===== config.mk =====
export PLATFORM = sky130hd
export DESIGN_NAME = seq_loop_trip_monitor
export DESIGN_NICKNAME = d
export VERILOG_FILES = /design/src/rtl/seq_loop_trip_monitor.sv
export SDC_FILE = /design/constraint.sdc
export NUM_CORES = 1
export LEC_CHECK = 0
export ABC_AREA = 1
export BUFFER_PORTS_ARGS = -buffer_cell sky130_fd_sc_hd__buf_2
export CAP_MARGIN = 20
export CORE_MARGIN = 5
export CORE_UTILIZATION = 55
export CTS_BUF_LIST = sky130_fd_sc_hd__clkbuf_4 sky130_fd_sc_hd__clkbuf_8 sky130_fd_sc_hd__clkbuf_16
export DETAILED_ROUTE_END_ITERATION = 8
export PLACE_DENSITY = 0.74
export SLEW_MARGIN = 10
export SYNTH_ARGS = -nofsm -noshare
export SYNTH_HDL_FRONTEND = slang
export SYNTH_SLANG_ARGS = --single-unit

===== constraint.sdc =====
create_clock -name clock -period 9.55 [get_ports clock]
set_input_delay 1.91 -clock clock [delete_from_list [all_inputs] [get_ports clock]]
set_output_delay 1.91 -clock clock [all_outputs]
set_load 0.02 [all_outputs]

===== src/rtl/seq_loop_trip_monitor.sv =====
// Purpose : loop trip/cycle monitor for a sequential-loop FSM, with a small record buffer.
// Latency : a record appears on rec_* one cycle after its EXIT/finish cycle when the buffer is empty.
// Backpressure: rec_valid/rec_ready handshake; a record pushed into a full buffer with no pop is dropped and flags overflow.
//
// Ports (seq_loop_trip_monitor):
//   clock, reset               sampling clock, synchronous active-high reset
//   cur_state                  current design FSM state
//   *_valid / *_state*         static loop descriptors (pre, post, quit, iteration start/end)
//   one_state_loop             an iteration consists of the start state alone
//   one_state_block            reserved, has no effect
//   finish                     simulation end; closes an open loop as incomplete
//   in_loop                    monitor FSM is in LOOP
//   rec_valid/rec_ready        record handshake
//   rec_trip/rec_cycles        head record counts (saturating)
//   rec_incomplete             head record was closed by finish
//   overflow                   sticky: a record was dropped

// Generic synchronous FIFO.
// Ports: push_vld/push_dat write side, pop_rdy read strobe, out_vld/out_dat head entry, drop = rejected push.
module sync_fifo #(
  parameter int WIDTH = 8,
  parameter int DEPTH = 2
) (
  input  logic             clock,
  input  logic             reset,
  input  logic             push_vld,
  input  logic [WIDTH-1:0] push_dat,
  input  logic             pop_rdy,
  output logic             out_vld,
  output logic [WIDTH-1:0] out_dat,
  output logic             drop
);
  localparam int AW = $clog2(DEPTH);
  localparam logic [AW:0] PTR_ONE = {{AW{1'b0}}, 1'b1};

  logic [WIDTH-1:0] mem [DEPTH];
  // One extra pointer bit distinguishes full from empty.
  logic [AW:0] wr_ptr;
  logic [AW:0] rd_ptr;
  logic        empty;
  logic        full;
  logic        do_pop;
  logic        do_push;

  assign empty   = (wr_ptr == rd_ptr);
  assign full    = (wr_ptr[AW] != rd_ptr[AW]) && (wr_ptr[AW-1:0] == rd_ptr[AW-1:0]);
  assign do_pop  = pop_rdy & ~empty;
  // A pop in the same cycle frees the head slot, so a push into a full FIFO still lands.
  assign do_push = push_vld & (~full | do_pop);
  assign drop    = push_vld & full & ~do_pop;

  assign out_vld = ~empty;
  assign out_dat = mem[rd_ptr[AW-1:0]];

  always_ff @(posedge clock) begin
    if (reset) begin
      wr_ptr <= '0;
      rd_ptr <= '0;
      for (int i = 0; i < DEPTH; i++) begin
        mem[i] <= '0;
      end
    end else begin
      if (do_push) begin
        mem[wr_ptr[AW-1:0]] <= push_dat;
        wr_ptr              <= wr_ptr + PTR_ONE;
      end
      if (do_pop) begin
        rd_ptr <= rd_ptr + PTR_ONE;
      end
    end
  end
endmodule

module seq_loop_trip_monitor #(
  parameter int FSM_WIDTH = 2,
  parameter int CNT_WIDTH = 32,
  parameter int DEPTH     = 2
) (
  input  logic                 clock,
  input  logic                 reset,
  input  logic [FSM_WIDTH-1:0] cur_state,
  input  logic                 pre_states_valid,
  input  logic [FSM_WIDTH-1:0] pre_loop_state0,
  input  logic [1:0]           post_states_valid,
  input  logic [FSM_WIDTH-1:0] post_loop_state0,
  input  logic [FSM_WIDTH-1:0] post_loop_state1,
  input  logic                 quit_states_valid,
  input  logic [FSM_WIDTH-1:0] quit_loop_state0,
  input  logic [FSM_WIDTH-1:0] loop_quit_state,
  input  logic [FSM_WIDTH-1:0] iter_start_state,
  input  logic                 iter_end_states_valid,
  input  logic [FSM_WIDTH-1:0] iter_end_state0,
  input  logic                 one_state_loop,
  input  logic                 one_state_block,
  input  logic                 finish,
  output logic                 in_loop,
  output logic                 rec_valid,
  input  logic                 rec_ready,
  output logic [CNT_WIDTH-1:0] rec_trip,
  output logic [CNT_WIDTH-1:0] rec_cycles,
  output logic                 rec_incomplete,
  output logic                 overflow
);
  localparam int REC_W = 2 * CNT_WIDTH + 1;
  localparam logic [CNT_WIDTH-1:0] CNT_ONE = {{(CNT_WIDTH-1){1'b0}}, 1'b1};

  typedef enum logic {IDLE, LOOP} state_t;

  state_t               state_q;
  state_t               state_nxt;
  logic [CNT_WIDTH-1:0] trip_q;
  logic [CNT_WIDTH-1:0] trip_nxt;
  logic [CNT_WIDTH-1:0] cycles_q;
  logic [CNT_WIDTH-1:0] cycles_nxt;
  logic [FSM_WIDTH-1:0] prev_state;
  logic                 prev_ok;
  logic                 overflow_q;

  logic                 ev_enter;
  logic                 ev_iter;
  logic                 ev_exit;
  logic                 exit_src;
  logic                 exit_dst;

  logic                 push;
  logic [CNT_WIDTH-1:0] push_trip;
  logic [CNT_WIDTH-1:0] push_cycles;
  logic                 push_inc;
  logic [REC_W-1:0]     push_dat;
  logic [REC_W-1:0]     head_dat;
  logic                 fifo_drop;
  logic                 pop;

  // Reserved input: accepted on the port but intentionally not used.
  logic unused_one_state_block;
  assign unused_one_state_block = one_state_block;

  function automatic logic [CNT_WIDTH-1:0] sat_inc(input logic [CNT_WIDTH-1:0] v);
    return (&v) ? v : (v + CNT_ONE);
  endfunction

  // prev_ok keeps the first post-reset cycle from comparing against a stale prev_state.
  always_ff @(posedge clock) begin
    if (reset) begin
      prev_state <= '0;
      prev_ok    <= 1'b0;
    end else begin
      prev_state <= cur_state;
      prev_ok    <= 1'b1;
    end
  end

  // Edge events on the observed FSM, derived from the (prev_state, cur_state) pair.
  assign ev_enter = prev_ok & pre_states_valid & (prev_state == pre_loop_state0) &
                    (cur_state == iter_start_state);

  assign ev_iter  = prev_ok & (cur_state == iter_start_state) &
                    (one_state_loop ? (prev_state == iter_start_state)
                                    : (iter_end_states_valid & (prev_state == iter_end_state0)));

  assign exit_src = (prev_state == loop_quit_state) |
                    (quit_states_valid & (prev_state == quit_loop_state0));
  assign exit_dst = (post_states_valid[0] & (cur_state == post_loop_state0)) |
                    (post_states_valid[1] & (cur_state == post_loop_state1));
  assign ev_exit  = prev_ok & exit_src & exit_dst;

  always_ff @(posedge clock) begin
    if (reset) begin
      state_q  <= IDLE;
      trip_q   <= '0;
      cycles_q <= '0;
    end else begin
      state_q  <= state_nxt;
      trip_q   <= trip_nxt;
      cycles_q <= cycles_nxt;
    end
  end

  // Priority in LOOP: EXIT, then finish, then ITER.
  // The EXIT cycle itself belongs to the successor state, so it is not counted;
  // a finish cycle is still inside the loop and is counted.
  always_comb begin
    state_nxt   = state_q;
    trip_nxt    = trip_q;
    cycles_nxt  = cycles_q;
    push        = 1'b0;
    push_trip   = trip_q;
    push_cycles = cycles_q;
    push_inc    = 1'b0;
    case (state_q)
      IDLE: begin
        if (ev_enter) begin
          state_nxt  = LOOP;
          trip_nxt   = CNT_ONE;
          cycles_nxt = CNT_ONE;
        end
      end
      LOOP: begin
        if (ev_exit) begin
          push      = 1'b1;
          state_nxt = IDLE;
        end else if (finish) begin
          push        = 1'b1;
          push_cycles = sat_inc(cycles_q);
          push_inc    = 1'b1;
          state_nxt   = IDLE;
        end else begin
          cycles_nxt = sat_inc(cycles_q);
          if (ev_iter) begin
            trip_nxt = sat_inc(trip_q);
          end
        end
      end
      default: state_nxt = IDLE;
    endcase
  end

  assign in_loop  = (state_q == LOOP);
  assign push_dat = {push_inc, push_trip, push_cycles};
  assign pop      = rec_valid & rec_ready;

  sync_fifo #(
    .WIDTH (REC_W),
    .DEPTH (DEPTH)
  ) u_rec_fifo (
    .clock    (clock),
    .reset    (reset),
    .push_vld (push),
    .push_dat (push_dat),
    .pop_rdy  (pop),
    .out_vld  (rec_valid),
    .out_dat  (head_dat),
    .drop     (fifo_drop)
  );

  assign rec_incomplete = head_dat[REC_W-1];
  assign rec_trip       = head_dat[2*CNT_WIDTH-1:CNT_WIDTH];
  assign rec_cycles     = head_dat[CNT_WIDTH-1:0];

  always_ff @(posedge clock) begin
    if (reset) begin
      overflow_q <= 1'b0;
    end else if (fifo_drop) begin
      overflow_q <= 1'b1;
    end
  end

  assign overflow = overflow_q;
endmodule


[Word-level counts from Yosys, hierarchy flattened]
Memories as Yosys holds them, arrays and structs flattened. A register that Yosys moved wholly into a read port is not among the register bits.
Index checks and enable logic that the tools add are counted.
Word-level totals
  bits in registers: 73
  memory bits (writable): 130
  input bits: 27
  output and inout port bits: 68
  word-level logic and storage cells: 92
  memories: 1
Cells by class
  add/subtract/negate cells: 4
  equality and inequality tests: 16
  mux-type cells: 34
  bitwise operators: 23
  reductions and logical operators: 6
Memories
  u_rec_fifo.mem: words 2, bits a word 65, read ports 1, clocked after Yosys merged registers in 1, wr ports 2, line 36  | logic [WIDTH-1:0] mem [DEPTH];
Operators by type and width (number)
  $mux 32: 11
  $pmux 32 s2: 2
  $mux 65: 1
  $reduce_or 65->1: 1
  $add 32x1->32 const B: 2
  $reduce_and 32->1: 2
  $mux 1: 19
  $eq 2x2->1: 9
  $and 1x1->1: 16
  $ne 2x2->1 const B: 4
  $reduce_and 5->1: 1
  $add 2x1->2 const B: 2
  $not 1->1: 4
  $or 1x1->1: 3
  $reduce_and 3->1: 1
  $ne 2x1->1 const B: 1
  $pmux 1 s2: 1
  $eq 1x1->1: 1
  $logic_and 1x1->1: 1
  $ne 1x1->1: 1

[Longest topological paths before layout]
Gate-level depths: netlist of run 1.
  word-level depth: 13
  mapped depth: 15

[Hierarchy]
Synthesis of run 1 repeated with hierarchy kept, for this count alone.
Unflattened totals
  cell total of the unflattened synthesis: 1471
  area total of the unflattened synthesis: 11611.1 sq um
By module, submodules not included
  sync_fifo: instances 1, cells each 453, area each 5910.7 sq um, sequential area each 4003.8 sq um
  seq_loop_trip_monitor: instances 1, cells each 1018, area each 5700.5 sq um, sequential area each 1381.3 sq um

[Worst setup path before layout of run 1]
No wires, ideal clock.
  kind: input -> register
  from: input cur_state[0]
  to: memory u_rec_fifo.mem[1][0] (netlist bit) (enable)
  library setup time: 0.580 ns
  arrival time: 7.208 ns
  data required time: 8.970 ns
  setup slack: 1.762 ns
  cell stages on the path: 9
  buffers on the path: 0
  cells stage by stage: inv_1 > nor2_1 > nor2_1 > nand3_1 > nand2_1 > nand3_2 > nand2_2 > nand3_2 > o21ai_0
RTL lines
  start, declared: line 81  | input logic [FSM_WIDTH-1:0] cur_state,
  end, declared: line 36

[Worst setup path after layout of run 1]
  from: input cur_state[0]
  to: register trip_q[2], in the netlist push_trip[2]
On the way
  cells in the longest elaborated chain, start to end: 6
  elaborated cells on any way between the ends: 14
  classes of those cells: 6 x eq/ne; 7 x bitwise; 1 x reduce/logical
RTL lines
  $eq 2x2->1 (on tied branches): line 163, 164
  $and 1x1->1 (on tied branches): line 163, 164
  $or 1x1->1: line 163  | assign exit_dst = (post_states_valid[0] & (cur_state == post_loop_state0)) |
  $and 1x1->1: line 165  | assign ev_exit = prev_ok & exit_src & exit_dst;
  $ne 2x2->1 (no line)
  $reduce_and 5->1 (no line) (*)
  end signal, assigned: line 174  | trip_q <= trip_nxt;
  end, declared: line 111  | logic [CNT_WIDTH-1:0] trip_q;
Mark *: on every way between the ends. The rest lies on a longest branch, timed or not.
A chain may end at the register's enable or synchronous reset.

==> results of run 1 <==
[area by class of cell]
type	count	area [sq um]
Timing Repair Buffer	105	556
Fill cell	1762	7690
Sequential cell	204	5390
Multi-Input combinational cell	1005	4970
Inverter	125	469
Clock inverter	9	72.6
Clock buffer	30	628
Tap cell	270	338
[worst max-delay path, stage by stage]
cell and delay, ns:
buf_2 0.10, inv_1 0.08, nand2_1 0.07, nand3_1 0.07, nor2_1 0.14, nand3b_1 0.09
buf_4 0.26, nand2_1 0.14, nand2_2 0.34, inv_1 0.93, nand3_1 0.19, a21oi_1 0.21
[metrics by stage]
| step | cell area (sq um) | util |
|---|---|---|
| after CTS | 12400 | 0.618 |
| after global placement | 11700 | 0.583 |
| after detailed placement | 11700 | 0.583 |
| after global routing | 12400 | 0.618 |
| final | 12400 | 0.618 |
| after floorplan | 11100 | - |
[where the power goes]
part           leakage [nW]  internal [W]  switching, W
registers              1.95      0.000955    0.00000651
clock network         0.349      0.000488      0.000337
logic                  2.24     0.0000302     0.0000648
total                  4.53       0.00147      0.000408
[placed cells by master, fill, tap and decap left out, drive strengths merged]
master    instances
nor3b             1
buf             105
and3              1
xor2             18
nand3           150
or2               2
dfxtp            74
nor2            285
a21oi            70
ha                2
bufinv            1
inv             125
nor3             14
clkinvlp          2
o21a              1
nand4            11
mux2             65
edfxtp          130
clkinv            6
o21ai            63
nand3b            1
nand2           314
clkbuf           30
xnor2             7
[metal layers]
metal,GRT usage,vias to the layer above,part of all wire
li1,-,4716,-
met1,0.299,4498,0.42
met2,0.419,259,0.49
met3,0.0304,74,0.048
met4,0.0950,0,0.037
met5,0,-,0
[path summary, 6_finish.rpt]
check | end | slack (ns) | from
worst max-delay path | push_trip[2] | 5.41 | cur_state[0]
worst max register to register | push_trip[2] | 6.16 | in_loop
worst min-delay path | overflow | 0.46 | overflow
worst min register to register | overflow | 0.46 | overflow
[cells by family (layout without fill, tap and decap cells)]
family,after synthesis,count (layout)
simple gates,779,779
buf+inv,189,269
flops,204,204
mux,65,65
fa+ha+maj,2,2
xor+xnor,25,25
compound gates,134,134
[sequential cells by signal (all words and copies together), names as in the netlist, named ones only]
signal,flops
in_loop,1
u_rec_fifo.rd_ptr,2
u_rec_fifo.mem,130
prev_state,2
u_rec_fifo.wr_ptr,2
prev_ok,1
push_trip,32
cycles_q,32
overflow,1
==> summary.md, run 1 <==
| Metric | Value |
|---|---|
| Post-CTS setup buffers | 0 |
| Post-synthesis mux area share | 0.0658 |
| Ys Warns | 0 |
| Share of the synthesized area in the top cell type | 0.351 |
| Total power draw | 0.00188 W |
| Max-Cap Viols | 0 |
| Tmin final | 4.14 ns |
| Synth Area in XOR/XNOR | 0.0197 |
| RSZ-0062 raised after global routing | no |
| Crit path launch type | primary input |
| Initial DRT Pass Iterations | 6 |
| Die ar. | 23200 sq um |
| Detailed Route WL | 28000 microns |
| Top_reg_cell synth | edfxtp_1 |
| Compound-Gate Fraction of Synth Area | 0.0608 |
| Post-Synth Simple-Gate Area | 0.296 |
| Hold Buf Count CTS | 0 |
| Antenna cells | 0 |
| First-pass GRT wire length | 46300 microns |
| Largest family of logic cells by synthesized area | simple AND/OR/NAND/NOR gates |
| Depth of the worst register-to-register path | 10 |
| Setup TNS | 0 ns |
| Cell row count | 52 |
| I/O pins | 95 |
| Maximum vdd ir drop | between 0.1 and 0.15 mV |
| DRC marker count from the first detailed-route iteration | 791 |
| Setup violators final | 0 |
| Worst Skew | 0.0199 ns |
| Crit path kind | primary input to register |
| Count leader, synth | nand2_1 |
| CP Max Fanout | 34 |
| PostCTS Resize Cnt | 0 |
| Die W | 152 microns |
| GP Congestion | around 0.95 |
| P&R area growth vs syn | 11.6% |
| Area leader, netlist | edfxtp_1 |
| Register area share after synthesis | 0.484 |
| CTS Buffer Depth | 3 |
| Reg clk slew, reported paths | 0.06 ns |
| Total GRT Usage | 0.238 |
| Final WS setup | 5.41 ns |
| Count of clock tree sinks | 204 |
| Vias per inst | ~5.5 |
| Number of synthesized flops with an enable pin | 130 |
| Worst EP required | 9.97 ns |
| # placed instances | 1709 |
| Post-synthesis cell type count | 32 |
| Non-Filler Instances | 1748 |
| DP Wirelength | between 15000 and 20000 microns |
| Num CTS Buffers | 22 |
| Port Buffers | 93 |
| Max Slew Vio Count | 0 |
| Vias in the first global route | 9359 |
| Final Cycle Share | 0.433 |
| Worst min path class | register to register |
| Crit path DAT | 4.56 ns |
| Initial antenna violation count | 0 |
| Antenna Nets Post-Route | 0 |
| # H-tree levels | 1 |
| Max Freq | 242 MHz |
| Synth top area cells | edfxtp_1 (35%), dfxtp_1 (13%), nand2_1 (10%) |
| WL/cell | 16.0 microns |
| Pwr dens | between 150 and 200 nW/um^2 |
| Total core area | 20100 sq um |
| Clk Tree Root Cell | clkbuf_16 |
| Synth Area in Adders | 0.00225 |
| Status | finished clean |
| Hold Path Stages | 1 |
| Post-synth ARST share | 0 |
| GR Overflow Total | 0 |
| P_leak | 4.53 nW |
| Rel. slew slack | 0.288 |
| Clock insertion delay at the later pin of the skew report | 0.51 ns |
| Die height | 152 microns |
| Post-Syn Area | 11100 sq um |
| Setup WS pre-CTS | 4.88 ns |
| Worst Max-Slew Pin Slew | 1.07 ns |
| Net count, final | 1492 |
| Flops & latches, synth | approximately 200 |
| Share of cells above drive strength 1 | 0.173 |
| DRC | 0 |
| Post-synth top cells | nand2_1 (311), nor2_1 (259), nand3_1 (145) |
| Initial Util | 0.553 |
| DR vias | about 9500 |
| Post-Syn Nets | 1427 |
| Hold_ws | between 0.4 and 0.5 ns |
| CP Capture Type | register |
| Cells after Synth | 1398 |
| Fin. Hold Viols | 0 |
| CTS tree | built |
| Pin count of the biggest net entering global routing | 69 |
| Syn Area/Cell | 7.96 sq um |
Note: power is estimated with default switching activity, not from simulation.
==> run 2: changes to the inputs <==
PLACE_DENSITY = 0.77   (was 0.74)
clock period = 3.62 ns   (was 9.55 ns; I/O delays follow)
==> run 2 against run 1 <==
Against the previous run:
- count of clock-buffer cells in the layout down 4
- flip-flop and latch count unchanged
- clock skew down 0.0022 ns
- worst setup slack worse by 4.6 ns
- critical endpoint is now push_trip[17]
- largest power group unchanged
==> summary.md, run 2 (synthesis gave the netlist of run 1 again) <==
| Metric | Value |
|---|---|
| Total GRT Usage | 0.241 |
| DP Wirelength | about 19000 microns |
| Pwr dens | approximately 420 nW/um^2 |
| CP endpoint | push_trip[17] |
| Worst EP required | 3.97 ns |
| Clk Tree Root Cell | clkbuf_16 |
| CP Capture Type | register |
| Crit path launch type | register |
| Antenna Nets Post-Route | 0 |
| Max Slew Vio Count | 0 |
| Status | finished clean |
| First-pass GRT wire length | 46900 microns |
| Max Freq | 362 MHz |
| Vias per inst | 5.50 |
| DRC | 0 |
| Met3 routed WL | 1920 microns |
| Final Cycle Share | 0.763 |
| CP Max Fanout | 30 |
| Most frequent cells in the layout | nand2_1 (309), nor2_1 (259), nand3_1 (145), edfxtp_1 (130), inv_1 (119) |
| Worst Skew | 0.0177 ns |
| Net count, final | ~1500 |
| Max-Cap Viols | 0 |
| Most common cell after layout, fill and taps aside | nand2_1 |
| Worst min path class | register to register |
| Reg clk slew, reported paths | 0.06 ns |
| Initial Util | 0.553 |
| Footprint of the multi-input gates | 4960 sq um |
| Tmin final | 2.76 ns |
| Setup violators final | 0 |
| P&R area growth vs syn | 13.3% |
| Die ar. | 23200 sq um |
| CTS Buffer Depth | 3 |
| PostCTS Resize Cnt | 0 |
| Critical Path Start | push_trip[0] |
| Final WS setup | 0.860 ns |
| Worst r2r dst | push_trip[17] |
| Initial DRT Pass Iterations | 6 |
| Hold Buf Count CTS | 0 |
| Total core area | 20100 sq um |
| Detailed Route WL | slightly below 30000 microns |
| Vias in the first global route | 9391 |
| Fin. Hold Viols | 0 |
| GR Overflow Total | 0 |
| Num CTS Buffers | 22 |
| Die W | between 150 and 200 microns |
| Share of cells above drive strength 1 | 0.174 |
| Max FFs per register | 130 |
| Metal-1 WL | around 12000 microns |
| FF/Latch Area | about 5400 sq um |
| Cell row count | 52 |
| I/O pins | between 90 and 100 |
| DRC marker count from the first detailed-route iteration | 882 |
| Port Buffers | 93 |
| Crit path DAT | 3.11 ns |
| Count of clock tree sinks | 204 |
| P_leak | about 4.6 nW |
| R2R Setup Slk | 0.86 ns |
| FILL cells | 1753 |
| Highest Signal Layer | met4 |
| Post-CTS setup buffers | 0 |
| Pin count of the biggest net entering global routing | 66 |
| Metal2 WL | ~15000 microns |
| Reg2Reg Launch Point | push_trip[0] |
| Setup TNS | 0 ns |
| DR vias | a little under 10000 |
| GP Congestion | between 0.9 and 1 |
| Rel. slew slack | 0.273 |
| Total power draw | 0.00528 W |
| Die height | 152 microns |
| Maximum vdd ir drop | 0.308 mV |
| Depth of the worst register-to-register path | 12 |
| RSZ-0062 raised after global routing | no |
| Worst Max-Slew Pin Slew | 1.09 ns |
| WL/cell | around 17 microns |
| Clock insertion delay at the later pin of the skew report | 0.51 ns |
| # H-tree levels | 1 |
| CTS tree | built |
| Initial antenna violation count | 1 |
| Crit path kind | register to register |
| Top reg by flops | u_rec_fifo.mem |
| Setup WS pre-CTS | 0.774 ns |
-- run 2: cell count changes in the layout (fill, tap and decap cells not counted) --
cell and delta:
diode_2 +1, clkinv_2 -3, clkinv_1 +3, clkbuf_8 +1, bufinv_16 +4, nor2_2 -1, clkbuf_4 -5, nor2_1 +1
buf_4 +4, inv_6 +1, buf_12 +3
-- run 2: layer usage --
metal	up-vias	global-route usage
met2	331	0.432
met1	4551	0.308
met5	-	0
met3	43	0.0338
met4	0	0.0655
li1	4735	-
-- run 2: stage by stage --
stage / instance area, sq um / hold slack (ns) / cells / util
6_report: 12600 / 0.482 / 1757 / 0.627
5_1_grt: 12600 / 0.505 / 1757 / 0.627
4_1_cts: 12600 / 0.492 / 1756 / 0.627
3_5_place_dp: 11800 / 0.469 / 1716 / 0.587
3_3_place_gp: 11800 / 0.449 / 1716 / 0.587
2_1_floorplan: 11100 / 0.450 / 1398 / -
-- run 2: layout make-up --
cell class              instances  share of cell area
clock inverters                14              0.0157
multi-input cells            1005               0.394
repair buffers                112              0.0512
diodes                          1            0.000198
well taps                     270              0.0268
inverters                     125              0.0372
clock buffers                  26              0.0479
flip-flops and latches        204               0.427
-- run 2: power breakdown --
part           switching (W)  total (W)  internal, W
Sequential         0.0000178    0.00254      0.00252
Clock               0.000941    0.00249      0.00155
Combinational       0.000175   0.000259    0.0000834
-- run 2: critical path, cell delays in order, from the launching register on --
cell	delay, ns
dfxtp_1	0.49
ha_1	0.32
inv_1	0.15
nor2_4	0.21
nand2_1	0.12
nor2_2	0.15
nand2_1	0.11
nand2_1	0.07
nand2_1	0.06
nand2_2	0.07
inv_1	0.45
nand3_1	0.30
a21oi_1	0.10
-- run 2: worst min-delay path by stage --
stage	from	to	slack, ns	depth (start not counted)
after floorplan	u_rec_fifo.rd_ptr[1]	u_rec_fifo.rd_ptr[1]	0.45	2
after global placement	overflow	overflow	0.45	1
after detailed placement	overflow	overflow	0.47	1
after CTS	u_rec_fifo.rd_ptr[1]	u_rec_fifo.rd_ptr[1]	0.49	2
after global routing	overflow	overflow	0.51	1
final	overflow	overflow	0.48	1
==> run 3: changes to the inputs <==
clock period = 2.4 ns   (was 3.62 ns; I/O delays follow)
==> run 3 against run 2 <==
Against the previous run:
- count of clock-buffer cells in the layout grew 5
- wire length increased by 4.4%
- via count increased by 3.1%
- die area stayed put
- flip-flop and latch count is the same
- global-route usage grew 2.0 points
- clock skew down 0.0064 ns
- combinational power rose by 65%
- non-clock buffer count rose by 61
==> summary.md, run 3 (synthesis gave the netlist of run 1 again) <==
| Metric | Value |
|---|---|
| Worst EP required | around 1.9 ns |
| Final Cycle Share | 0.942 |
| Initial DRT Pass Iterations | 5 |
| CTS Buffer Depth | 3 |
| Design area | 13200 sq um |
| Final core occ | 0.659 |
| R2R Setup Slk | 0.17 ns |
| Die ar. | 23200 sq um |
| Total core area | 20100 sq um |
| Total GRT Usage | 0.261 |
| Fin. Hold Viols | 0 |
| Met3 routed WL | 2610 microns |
| Maximum vdd ir drop | 0.462 mV |
| # H-tree levels | 1 |
| Share of cells above drive strength 1 | 0.218 |
| Antenna Nets Post-Route | 0 |
| Crit path kind | register to primary output |
| First-pass GRT wire length | 50200 microns |
| CP Capture Type | primary output |
| Vias in the first global route | 9528 |
| Metal2 WL | 13600 microns |
| Post-CTS setup buffers | 0 |
| Die height | 152 microns |
| Clk Tree Root Cell | clkbuf_16 |
| FILL cells | around 1600 |
| CTS tree | built |
| Vias per inst | 5.48 |
| DR vias | roughly 10000 |
| Max FFs per register | 130 |
| Post-DP Area | 12400 sq um |
| Metal-1 WL | 13500 microns |
| Worst Max-Slew Pin Slew | 0.587 ns |
| Cell row count | 52 |
| Most frequent cells in the layout | nand2_1 (308), nor2_1 (257), nand3_1 (145), edfxtp_1 (130), inv_1 (116) |
| RSZ-0062 raised after global routing | no |
| GP Congestion | 0.962 |
| Top reg by flops | u_rec_fifo.mem |
| Count of clock tree sinks | 204 |
| Highest Signal Layer | met4 |
| Die W | 152 microns |
| Max-Cap Viols | 0 |
| Antenna cells | 0 |
| Worst Skew | ~0.011 ns |
| Crit path DAT | 1.78 ns |
| Num CTS Buffers | 22 |
| Pin count of the biggest net entering global routing | 62 |
| CP Max Fanout | 27 |
| Non-Filler Instances | 1817 |
| Hold_ws | 0.237 ns |
| DRC | 0 |
| P_leak | approximately 5 nW |
| Reg clk slew, reported paths | 0.06 ns |
| Tmin final | 2.26 ns |
| Initial antenna violation count | 0 |
| Status | finished clean |
| Worst min path class | primary input to register |
| Setup TNS | 0 ns |
| WL/cell | 16.7 microns |
| Rel. slew slack | 0.609 |
| Clock insertion delay at the later pin of the skew report | 0.50 ns |
| Port Buffers | between 90 and 100 |
| DP Wirelength | 21700 microns |
| Detailed Route WL | between 30000 and 40000 microns |
| Initial Util | 0.553 |
| Max Freq | 442 MHz |
| Max Slew Vio Count | 0 |
| Most common cell after layout, fill and taps aside | nand2_1 |
| # placed instances | 1777 |
| DRC marker count from the first detailed-route iteration | 896 |
| GR Overflow Total | 0 |
| Net count, final | 1560 |
| I/O pins | 95 |
| P&R area growth vs syn | 19.0% |
| Setup violators final | 0 |
| Crit path launch type | register |
| Pwr dens | 597 nW/um^2 |
run 3: cell types whose count changed in the layout (fill, tap and decap cells not counted), sizes merged:
cell	delta
clkinv	-1
clkinvlp	-2
bufinv	-2
clkbuf	+5
buf	+61
diode	-1
run 3: worst max-delay path, cell delays in order, from the launching register on:
cell and delay (ns):
dfxtp_2 0.35, buf_4 0.35, mux2_2 0.41, buf_2 0.17
run 3: final timing paths:
check	from	to	depth (start not counted)
setup / recovery	register	rec_cycles[26]	3
hold / removal	cur_state[1]	prev_state[1]	3
setup reg to reg	prev_state[0]	u_rec_fifo.mem[1][11]	11
hold reg to reg	overflow	overflow	1
run 3: where the power goes:
group          internal (W)  leakage [nW]  switching, W  total (W)
clock               0.00229         0.405       0.00136    0.00365
sequential          0.00380          1.95     0.0000263    0.00382
combinational      0.000151          2.64      0.000276   0.000427
run 3: layer usage:
metal	vias up	global-route usage
met2	409	0.403
met5	-	0
met4	0	0.0655
met3	48	0.0435
met1	4645	0.387
li1	4858	-
run 3: cell type report:
type | count | area, sq um | area share
Multi-Input combinational cell | 1005 | 5020 | 0.379
Clock buffer | 31 | 677 | 0.0511
Sequential cell | 204 | 5390 | 0.407
Timing Repair Buffer | 173 | 1210 | 0.0912
Tap cell | 270 | 338 | 0.0255
Clock inverter | 9 | 121 | 0.00917
Inverter | 125 | 488 | 0.0369
run 3: per-stage QoR:
| step | total power (W) | worst slack, ns |
|---|---|---|
| after floorplan | 0.00415 | -0.210 |
| after global placement | 0.00432 | -0.255 |
| after detailed placement | 0.00433 | -0.242 |
| after CTS | 0.00796 | 0.0477 |
| after global routing | 0.00817 | 0.00502 |
| final | 0.00791 | 0.138 |
run 3: repair_timing:
action                                  4_1_cts  5_1_grt
endpoints found under the setup margin        2       48
hold buffers                                  0        0
gates resized for setup                       1       10
